### src/rtl/vga_timing_gen.sv
// Parametrised VGA timing generator: region FSMs per axis, registered syncs, coordinates and strobes.
// Optional ADV7123 DAC control pins are enabled by defining VGA_TIMING_ADV7123_EN.
module vga_timing_gen #(
  parameter int HVA       = 640,
  parameter int HFP       = 16,
  parameter int HSP       = 96,
  parameter int HBP       = 48,
  parameter int VVA       = 480,
  parameter int VFP       = 10,
  parameter int VSP       = 2,
  parameter int VBP       = 33,
  parameter bit HSYNC_POL = 1'b0,
  parameter bit VSYNC_POL = 1'b0
) (
  input  logic                    clk_vga,
  input  logic                    rst,
  input  logic                    en,
  output logic                    vga_hsync,
  output logic                    vga_vsync,
  output logic                    vga_video_on,
  output logic [$clog2(HVA)-1:0]  pixel_x,
  output logic [$clog2(VVA)-1:0]  pixel_y,
  output logic                    first_pixel,
  output logic                    line_end,
  output logic                    frame_end
`ifdef VGA_TIMING_ADV7123_EN
  ,
  output logic                    adv7123_vga_blank_n,
  output logic                    adv7123_vga_sync_n,
  output logic                    adv7123_vga_clk
`endif
);

  localparam int HT = HVA + HFP + HSP + HBP;
  localparam int VT = VVA + VFP + VSP + VBP;
  localparam int HW = $clog2(HT);
  localparam int VW = $clog2(VT);
  localparam int XW = $clog2(HVA);
  localparam int YW = $clog2(VVA);

  localparam logic [HW-1:0] H_LAST = HW'(HT - 1);
  localparam logic [HW-1:0] H_BP0  = HW'(HSP);
  localparam logic [HW-1:0] H_VA0  = HW'(HSP + HBP);
  localparam logic [HW-1:0] H_FP0  = HW'(HSP + HBP + HVA);
  localparam logic [VW-1:0] V_LAST = VW'(VT - 1);
  localparam logic [VW-1:0] V_BP0  = VW'(VSP);
  localparam logic [VW-1:0] V_VA0  = VW'(VSP + VBP);
  localparam logic [VW-1:0] V_FP0  = VW'(VSP + VBP + VVA);

  if (HVA < 1 || HFP < 1 || HSP < 1 || HBP < 1 ||
      VVA < 1 || VFP < 1 || VSP < 1 || VBP < 1) begin : g_bad_params
    $fatal(1, "vga_timing_gen: every timing parameter must be >= 1");
  end

  typedef enum logic [3:0] {
    SP = 4'b0001,
    BP = 4'b0010,
    VA = 4'b0100,
    FP = 4'b1000
  } region_t;

  region_t       h_state, h_state_nxt;
  region_t       v_state, v_state_nxt;
  logic [HW-1:0] h_cnt, h_cnt_nxt;
  logic [VW-1:0] v_cnt, v_cnt_nxt;
  logic          h_wrap;

  logic          hsync_nxt;
  logic          vsync_nxt;
  logic          video_on_nxt;
  logic [XW-1:0] pixel_x_nxt;
  logic [YW-1:0] pixel_y_nxt;
  logic          first_pixel_nxt;
  logic          line_end_nxt;
  logic          frame_end_nxt;

  // Counters; a low enable parks both axes at the origin.
  always_comb begin
    h_wrap    = (h_cnt == H_LAST);
    h_cnt_nxt = h_wrap ? '0 : h_cnt + 1'b1;
    v_cnt_nxt = v_cnt;
    if (h_wrap) begin
      v_cnt_nxt = (v_cnt == V_LAST) ? '0 : v_cnt + 1'b1;
    end
    if (!en) begin
      h_cnt_nxt = '0;
      v_cnt_nxt = '0;
    end
  end

  // Horizontal region FSM, stepped by the count it is about to hold.
  always_comb begin
    h_state_nxt = h_state;
    case (h_state)
      SP:      if (h_cnt_nxt == H_BP0) h_state_nxt = BP;
      BP:      if (h_cnt_nxt == H_VA0) h_state_nxt = VA;
      VA:      if (h_cnt_nxt == H_FP0) h_state_nxt = FP;
      FP:      if (h_cnt_nxt == '0)    h_state_nxt = SP;
      default: h_state_nxt = SP;
    endcase
    if (!en) begin
      h_state_nxt = SP;
    end
  end

  // Vertical region FSM only moves on the last clock of a line.
  always_comb begin
    v_state_nxt = v_state;
    if (h_wrap) begin
      case (v_state)
        SP:      if (v_cnt_nxt == V_BP0) v_state_nxt = BP;
        BP:      if (v_cnt_nxt == V_VA0) v_state_nxt = VA;
        VA:      if (v_cnt_nxt == V_FP0) v_state_nxt = FP;
        FP:      if (v_cnt_nxt == '0)    v_state_nxt = SP;
        default: v_state_nxt = SP;
      endcase
    end
    if (!en) begin
      v_state_nxt = SP;
    end
  end

  always_ff @(posedge clk_vga) begin
    if (rst) begin
      h_cnt   <= '0;
      v_cnt   <= '0;
      h_state <= SP;
      v_state <= SP;
    end else begin
      h_cnt   <= h_cnt_nxt;
      v_cnt   <= v_cnt_nxt;
      h_state <= h_state_nxt;
      v_state <= v_state_nxt;
    end
  end

  // Output terms decode the current counter state; they appear one clock later.
  always_comb begin
    hsync_nxt       = ~HSYNC_POL;
    vsync_nxt       = ~VSYNC_POL;
    video_on_nxt    = 1'b0;
    pixel_x_nxt     = '0;
    pixel_y_nxt     = '0;
    first_pixel_nxt = 1'b0;
    line_end_nxt    = 1'b0;
    frame_end_nxt   = 1'b0;
    if (en) begin
      hsync_nxt       = (h_state == SP) ? HSYNC_POL : ~HSYNC_POL;
      vsync_nxt       = (v_state == SP) ? VSYNC_POL : ~VSYNC_POL;
      video_on_nxt    = (h_state == VA) && (v_state == VA);
      if (h_state == VA) begin
        pixel_x_nxt = XW'(h_cnt - H_VA0);
      end
      if (v_state == VA) begin
        pixel_y_nxt = YW'(v_cnt - V_VA0);
      end
      first_pixel_nxt = (h_cnt == H_VA0) && (v_cnt == V_VA0);
      line_end_nxt    = h_wrap;
      frame_end_nxt   = h_wrap && (v_cnt == V_LAST);
    end
  end

  always_ff @(posedge clk_vga) begin
    if (rst) begin
      vga_hsync    <= ~HSYNC_POL;
      vga_vsync    <= ~VSYNC_POL;
      vga_video_on <= 1'b0;
      pixel_x      <= '0;
      pixel_y      <= '0;
      first_pixel  <= 1'b0;
      line_end     <= 1'b0;
      frame_end    <= 1'b0;
    end else begin
      vga_hsync    <= hsync_nxt;
      vga_vsync    <= vsync_nxt;
      vga_video_on <= video_on_nxt;
      pixel_x      <= pixel_x_nxt;
      pixel_y      <= pixel_y_nxt;
      first_pixel  <= first_pixel_nxt;
      line_end     <= line_end_nxt;
      frame_end    <= frame_end_nxt;
    end
  end

`ifdef VGA_TIMING_ADV7123_EN
  // The DAC blanking pin shares the video_on term so both stay cycle-aligned.
  always_ff @(posedge clk_vga) begin
    if (rst) begin
      adv7123_vga_blank_n <= 1'b0;
    end else begin
      adv7123_vga_blank_n <= video_on_nxt;
    end
  end

  assign adv7123_vga_sync_n = 1'b0;
  assign adv7123_vga_clk    = clk_vga;
`else
  // Plain VGA build: the DAC control pins are not present.
`endif

endmodule

### config.mk
export PLATFORM = sky130hd
export DESIGN_NAME = vga_timing_gen
export DESIGN_NICKNAME = d
export VERILOG_FILES = /design/src/rtl/vga_timing_gen.sv
export SDC_FILE = /design/constraint.sdc
export NUM_CORES = 1
export LEC_CHECK = 0
export BUFFER_PORTS_ARGS = -buffer_cell sky130_fd_sc_hd__buf_2
export CORE_ASPECT_RATIO = 0.8
export CORE_MARGIN = 3
export CORE_UTILIZATION = 55
export DETAILED_ROUTE_END_ITERATION = 8
export PLACE_DENSITY = 0.71
export SETUP_SLACK_MARGIN = 0.5
export SLEW_MARGIN = 20
export SYNTH_ARGS = -nofsm -noshare
export SYNTH_HDL_FRONTEND = slang
export SYNTH_SLANG_ARGS = --single-unit
### constraint.sdc
create_clock -name clk_vga -period 6.22 [get_ports clk_vga]
set_clock_uncertainty 0.2 [all_clocks]
set_input_delay 0 -clock clk_vga [delete_from_list [all_inputs] [get_ports clk_vga]]
set_output_delay 0 -clock clk_vga [all_outputs]
set_load 0.01 [all_outputs]
==> results of run 1 <==
metal layers:
metal	GRT usage [%]	up-vias	part of all wire, %
li1	-	1186	-
met1	34.5	1081	51
met2	29.9	79	42
met3	4.36	2	7.3
met4	3.87	0	0.46
met5	0	-	0
registers in the layout (all words and copies together), names as in the netlist:
signal	cells
v_state	4
vga_hsync	1
vga_vsync	1
pixel_y	9
vga_video_on	1
frame_end	1
pixel_x	10
line_end	1
h_state	4
h_cnt	10
first_pixel	1
v_cnt	10
report_power, final:
| group | total, mW | switching, mW | internal (mW) |
|---|---|---|---|
| registers | 0.341 | 0.000917 | 0.340 |
| clock network | 0.198 | 0.116 | 0.0822 |
| logic | 0.0151 | 0.0100 | 0.00505 |
| total | 0.554 | 0.127 | 0.428 |
worst min-delay path by stage:
stage,startpoint,end,slack [ns]
floorplan,rst,h_cnt[8],0.04
global placement,rst,h_cnt[8],0.10
detailed placement,rst,v_cnt[1],0.10
CTS,h_cnt[0],h_cnt[0],0.29
global route,rst,h_cnt[7],0.34
finish,h_cnt[0],h_cnt[0],0.28
critical path, stage by stage, from the launching register on:
cell      delay, ns
dfxtp_1        0.50
ha_1           0.36
nand4_1        0.20
nor4_1         0.67
mux2i_1        0.33
and3_1         0.21
a41o_2         0.21
nand4b_2       0.19
or3b_1         0.40
a21oi_1        0.14
timing repair:
item / in CTS / in global routing
hold buffers: 3 / 0
hold endpoints to repair: 5 / 0
setup endpoints to repair: 0 / 0
stage by stage:
stage | setup slack (ns) | total power, mW
finish | 2.75 | 0.554
global route | 2.55 | 0.578
global placement | 3.04 | 0.363
CTS | 2.84 | 0.560
floorplan | 3.38 | 0.360
detailed placement | 2.88 | 0.363
logic make-up after synthesis:
| group | after synthesis | share of synthesized area, % |
|---|---|---|
| DFF | 53 | 37.8 |
| AOI/OAI and AO/OA | 45 | 10.6 |
| muxes | 4 | 1.47 |
| and+or+nand+nor | 162 | 32.8 |
| xor gates and xnor gates | 24 | 7.50 |
| adders and majority gates | 7 | 3.12 |
| buffers and inverters | 33 | 6.65 |
layout make-up:
type	instances	area share, %
multi-input combinational	242	51.9
sequential	53	35.4
timing repair buffer	30	5.51
tap	60	2.50
clock buffer	5	2.30
inverter	12	1.50
clock inverter	3	0.876
placed cells by master (no fill, tap or decap), types with 4 or more instances in the layout:
master | synthesis | routed
dfxtp_1 | 53 | 53
nor2_1 | 46 | 46
clkbuf_8 | 2 | 5
nor3_1 | 10 | 10
ha_1 | 7 | 7
and3_1 | 6 | 6
nor4b_1 | 7 | 7
a31oi_1 | 4 | 4
o21ai_0 | 10 | 10
nor4_1 | 10 | 10
inv_1 | 12 | 12
nand2b_1 | 5 | 5
o31a_1 | 4 | 4
xnor2_1 | 16 | 16
a21oi_1 | 12 | 12
buf_2 | 1 | 27
nand2_1 | 20 | 20
nand3_1 | 9 | 9
nor2b_1 | 4 | 4
nand4_1 | 11 | 11
or3_1 | 4 | 4
xor2_1 | 8 | 8
and2_1 | 5 | 5
==> summary.log, run 1 <==
qor: cells_and_area.layout-drive-gt1-share 14.5%
qor: sta.tightestPinTransition 0.741 ns
qor: cells_and_area.multi_input_comb_area 1560 um^2
qor: clock_tree.cts_inserted_buffers 5
qor: clock_tree.clk-insertion-delay-late 0.31 ns
qor: drt.total_iterations_of_the_first_detailed_routing_run 4
qor: placed_design.globalplace.congestion 0.970
qor: placed_design.place.detailed.instances 394
qor: global_routing.grt_start_max_net_pins 19
qor: drt.num_vias 2348
qor: placed_design.port_buffers 27
qor: global_routing.antenna_violations_before_repair 0
qor: global_routing.grt_first_pass_wirelength 10400 um
qor: clock_tree.clock_tree_from_tritoncts done
qor: drt.detailed_route_wire_length_per_cell 15.1 um
qor: placed_design.place_hpwl 4550 um
qor: setup_path.setup_slack_of_the_worst_register_to_register_path 2.75 ns
qor: outcome.status finished clean
qor: cells_and_area.ant_diodes 0
qor: setup_path.r2r-start v_cnt[0]
qor: setup_path.rr_worst_depth 9
qor: cells_and_area.finalCoreUtilization 63.0%
qor: sta.final_period_minus_worst_setup_slack 3.47 ns
qor: sta.finalHoldViolCount 0
qor: setup_path.required 6.27 ns
qor: drt.drc 0
qor: clock_tree.cts.reportedPaths.clkPinSlew 0.10 ns
qor: clock_tree.cts_htree_levels 2
qor: sta.fin_hold_ws 0.283 ns
qor: synth.netlist_area 2800 um^2
qor: min_path.worstHoldPathType flip-flop to flip-flop
qor: sta.grt_setup_unrepaired false
qor: global_routing.grt_pass1_vias 2143
qor: synth.postSynth.topFlopCell dfxtp_1
qor: setup_path.worst_setup_path_startpoint v_cnt[0]
qor: synth.syn_area_per_cell 8.55 um^2
qor: global_routing.remaining_global_route_overflow 0
qor: synth.synth_nets 338
qor: floorplanning.fp.dieArea 6000 um^2
qor: clock_tree.ctsResizeCount 0
qor: cells_and_area.synthToLayoutAreaGrowth 6.92%
qor: placed_design.detailed_place.area 2870 um^2
qor: synth.seq_area_frac_synth 37.8%
qor: floorplanning.floorplan.core_area 4760 um^2
qor: synth.synth-async-reset-ratio 0%
qor: setup_path.timing.critical_path.to_type flip-flop
qor: sta.max_freq 288 MHz
qor: setup_path.critical_path_peak_fanout 9
qor: synth.yosysUniqueCellTypes 55
qor: synth.synth_top_area_share 37.8%
qor: synth.synth_largest_area_cell dfxtp_1
qor: cells_and_area.regArea 1060 um^2
qor: sta.worst_case_headroom_to_the_max_slew_limit 50.1%
qor: floorplanning.std_cell_rows 22
qor: synth.synthTopCellsByCount dfxtp_1 (53), nor2_1 (46), nand2_1 (20), xnor2_1 (16)
qor: synth.synth-seq-cells 53
qor: setup_path.critical_path_class flip-flop to flip-flop
qor: floorplanning.floorplan.initialDensity 58.9%
qor: synth.synthesis.yosys.warnings 0
qor: sta.setup_violators_final 0
qor: setup_path.r2r_end v_state[2]
qor: synth.yosys.cell_count.top_type dfxtp_1
qor: synth.synth.area.top_cells dfxtp_1 (38%), nor2_1 (6.2%), xnor2_1 (5.0%)
qor: power.leakage_power_figure 1.21 nW
qor: synth.synth_enable_flop_cells 0
qor: job.max_cap_viol_count 0
qor: floorplanning.die_y 69.9 um
qor: sta.timing.final.max_slew_violations 0
qor: drt.final_antenna_net_count 0
qor: clock_tree.clock_sinks 53
qor: floorplanning.number_of_top_level_design_ports 28
qor: clock_tree.cts_buffer_depth 2
qor: global_routing.global_route.usage.total 21.6%
qor: cells_and_area.layout.cells.non_filler 405
qor: setup_path.critical_path.startpoint_type flip-flop
qor: setup_path.critPathArrivalTime 3.52 ns
qor: sta.final_min_period_over_clock_period 55.8%
qor: cells_and_area.finish.net_count 354
qor: clock_tree.post-cts-setup-buffer-count 0
qor: drt.routed_wl 6120 um
qor: min_path.timing.hold.worst_path_depth 1
qor: power.maximum_vdd_drop 0.118 mV
qor: setup_path.worst_setup_path_endpoint v_state[2]
qor: floorplanning.die_w 85.8 um
qor: synth.synthesis.instances 328
qor: clock_tree.cts_root_buffer clkbuf_8
qor: sta.finalSetupTns 0 ns
qor: power.power_density 185 nW/um^2
qor: drt.routed_via_density 5.80
qor: cells_and_area.stdcell_area 3000 um^2
qor: cells_and_area.final.fill_count 431
qor: drt.violation_count_after_the_first_detailed_route_iteration 203
Note: power is estimated with default switching activity, not from simulation.
==> run 2: changes to the inputs <==
- CORE_UTILIZATION: 55 -> 53
- PLACE_DENSITY: 0.71 -> 0.72
- clock period: 6.22 -> 2.9 ns (I/O delays scaled with it)
==> run 2 against run 1 <==
  * Die area grew 3.5%
  * Routed wire length grew 28%
  * Global-route usage grew 3.6 points
==> summary.log, run 2 (same netlist as run 1, synthesis figures left out) <==
qor: setup_path.rr_worst_depth 9
qor: clock_tree.clk-insertion-delay-late 0.32 ns
qor: cells_and_area.finish.net_count 396
qor: drt.violation_count_after_the_first_detailed_route_iteration 319
qor: clock_tree.cts_buffer_depth 2
qor: floorplanning.die_w 87.3 um
qor: placed_design.port_buffers 27
qor: setup_path.r2r-start h_cnt[0]
qor: sta.timing.final.max_slew_violations 0
qor: setup_path.critical_path.startpoint_type flip-flop
qor: sta.final_period_minus_worst_setup_slack 2.78 ns
qor: global_routing.remaining_global_route_overflow 0
qor: cells_and_area.ant_diodes 0
qor: drt.routed_via_density 6.02
qor: setup_path.critical_path_depth 9
qor: setup_path.critical_path_peak_fanout 3
qor: clock_tree.cts_inserted_buffers 5
qor: setup_path.worst_setup_path_endpoint v_state[2]
qor: setup_path.setup_slack_of_the_worst_register_to_register_path 0.12 ns
qor: global_routing.grt_first_pass_wirelength 12400 um
qor: sta.worst_case_headroom_to_the_max_slew_limit 40.5%
qor: global_routing.grt_start_max_net_pins 17
qor: clock_tree.cts_root_buffer clkbuf_8
qor: drt.drc 0
qor: floorplanning.die_y 71.1 um
qor: setup_path.critical_path_class flip-flop to flip-flop
qor: global_routing.grt_pass1_vias 2504
qor: min_path.worstHoldPathType input port to flip-flop
qor: setup_path.r2r_end v_state[2]
qor: sta.tightestPinTransition 0.880 ns
qor: clock_tree.cts.reportedPaths.clkPinSlew 0.10 ns
qor: global_routing.antenna_violations_before_repair 0
qor: cells_and_area.reg.largest.list h_cnt (10), pixel_x (10), v_cnt (10)
qor: setup_path.cpLargestDelayFamily simple AND/OR/NAND/NOR gates
qor: placed_design.preCtsSetupSlack 0.0251 ns
qor: global_routing.grtUsageMet1 35.2%
qor: setup_path.slowest_cell_on_the_critical_path or3b_4
qor: power.leakage_power_figure 1.56 nW
qor: sta.max_freq 359 MHz
qor: drt.num_vias 2704
qor: setup_path.timing.critical_path.buf_inv 1
qor: power.power_density 351 nW/um^2
qor: floorplanning.fp.dieArea 6200 um^2
qor: setup_path.worst_setup_path_startpoint h_cnt[0]
qor: clock_tree.cts_htree_levels 2
qor: drt.total_iterations_of_the_first_detailed_routing_run 5
qor: drt.routed_wl 7830 um
qor: global_routing.met2_usage 37.1%
qor: cells_and_area.layout-drive-gt1-share 35.4%
qor: cells_and_area.layout_commonest_cell nor2_1
qor: cells_and_area.synthToLayoutAreaGrowth 29.4%
qor: job.max_cap_viol_count 0
qor: sta.setup_violators_final 0
qor: global_routing.global_route.usage.total 25.2%
qor: placed_design.globalplace.congestion 1.03
qor: sta.fin_ws 0.117 ns
qor: setup_path.worst_path_largest_cell_delay 0.40 ns
qor: floorplanning.std_cell_rows 23
qor: setup_path.worstPathCellList ha_4, nand4_1, buf_6, or3_4, nand4b_1, a22o_1, o31a_1, or3b_4, a21oi_2
qor: sta.finalHoldViolCount 0
qor: sta.finalSetupTns 0 ns
qor: floorplanning.number_of_top_level_design_ports 28
qor: cells_and_area.mostFrequentLayoutCells nor2_1 (43), dfxtp_1 (41), buf_4 (40)
qor: global_routing.groute.layer.met3.usage 7.92%
qor: clock_tree.clock_sinks 53
qor: drt.final_antenna_net_count 0
qor: clock_tree.clock_tree_from_tritoncts done
qor: sta.final_min_period_over_clock_period 96.0%
qor: floorplanning.floorplan.initialDensity 55.4%
qor: floorplanning.floorplan.core_area 5060 um^2
qor: placed_design.place_hpwl 4900 um
qor: global_routing.grt_most_used_layer met2
qor: setup_path.critPathArrivalTime 2.84 ns
qor: outcome.status finished clean
qor: drt.detailed_route_wire_length_per_cell 17.4 um
qor: setup_path.timing.critical_path.to_type flip-flop
qor: sta.grt_setup_unrepaired true
qor: power.maximum_vdd_drop 0.285 mV
qor: setup_path.required 2.96 ns
-- run 2: changes by cell type in the layout (fill, tap and decap cells not counted), moves of 4 or more --
cell | previous run | this run
nor4_4 | 1 | 5
o21ai_1 | 0 | 4
buf_4 | 0 | 40
nor4_1 | 10 | 5
dfxtp_2 | 0 | 8
o21ai_0 | 10 | 5
dfxtp_1 | 53 | 41
dfxtp_4 | 0 | 4
-- run 2: where the power goes --
part,switching (mW),internal (mW)
Clock,0.243,0.256
Combinational,0.0282,0.0155
Sequential,0.00178,0.727
-- run 2: cell type report --
| cell class | count | area [um^2] |
|---|---|---|
| clock buffers | 6 | 72.6 |
| clock inverters | 2 | 35.0 |
| fillers | 377 | 1440 |
| inverters | 12 | 47.5 |
| multi-input cells | 242 | 1810 |
| flip-flops and latches | 53 | 1090 |
| well taps | 62 | 77.6 |
| repair buffers | 72 | 498 |
-- run 2: metrics by stage --
step	hold WS [ns]	total power, mW	instances	util [%]	instance area [um^2]
3_5_place_dp	0.0933	0.779	412	60.9	3080
3_3_place_gp	0.0937	0.779	412	60.9	3080
6_report	0.346	1.27	449	71.6	3630
5_1_grt	0.363	1.31	449	71.6	3630
4_1_cts	0.301	1.27	443	69.4	3520
2_1_floorplan	0.0321	0.772	328	-	2890
-- run 2: per-layer routing --
| metal | routed length (um) | vias up |
|---|---|---|
| li1 | - | 1272 |
| met1 | 3400 | 1268 |
| met2 | 3560 | 148 |
| met3 | 725 | 16 |
| met4 | 144 | 0 |
| met5 | 0 | - |
-- run 2: worst min path at each step --
stage | startpoint | endpoint | slack, ns | depth (start not counted)
6_report | rst | v_cnt[1] | 0.35 | 3
5_1_grt | rst | v_cnt[1] | 0.36 | 3
4_1_cts | rst | v_cnt[1] | 0.30 | 3
3_5_place_dp | rst | v_cnt[1] | 0.09 | 2
3_3_place_gp | rst | v_cnt[1] | 0.09 | 2
2_1_floorplan | rst | v_cnt[1] | 0.03 | 2
-- run 2: worst min-delay path: cells and delay by family --
kind	cells	cell delay [ns]
and+or+nand+nor	1	0.07
buffers and inverters	2	0.75
-- run 2: repair_timing --
action,CTS,global route
resized for setup,34,18
hold buffers,2,0
hold endpoints to repair,6,0
setup buffers,21,6
pin swaps,12,11
endpoints found under the setup margin,8,10
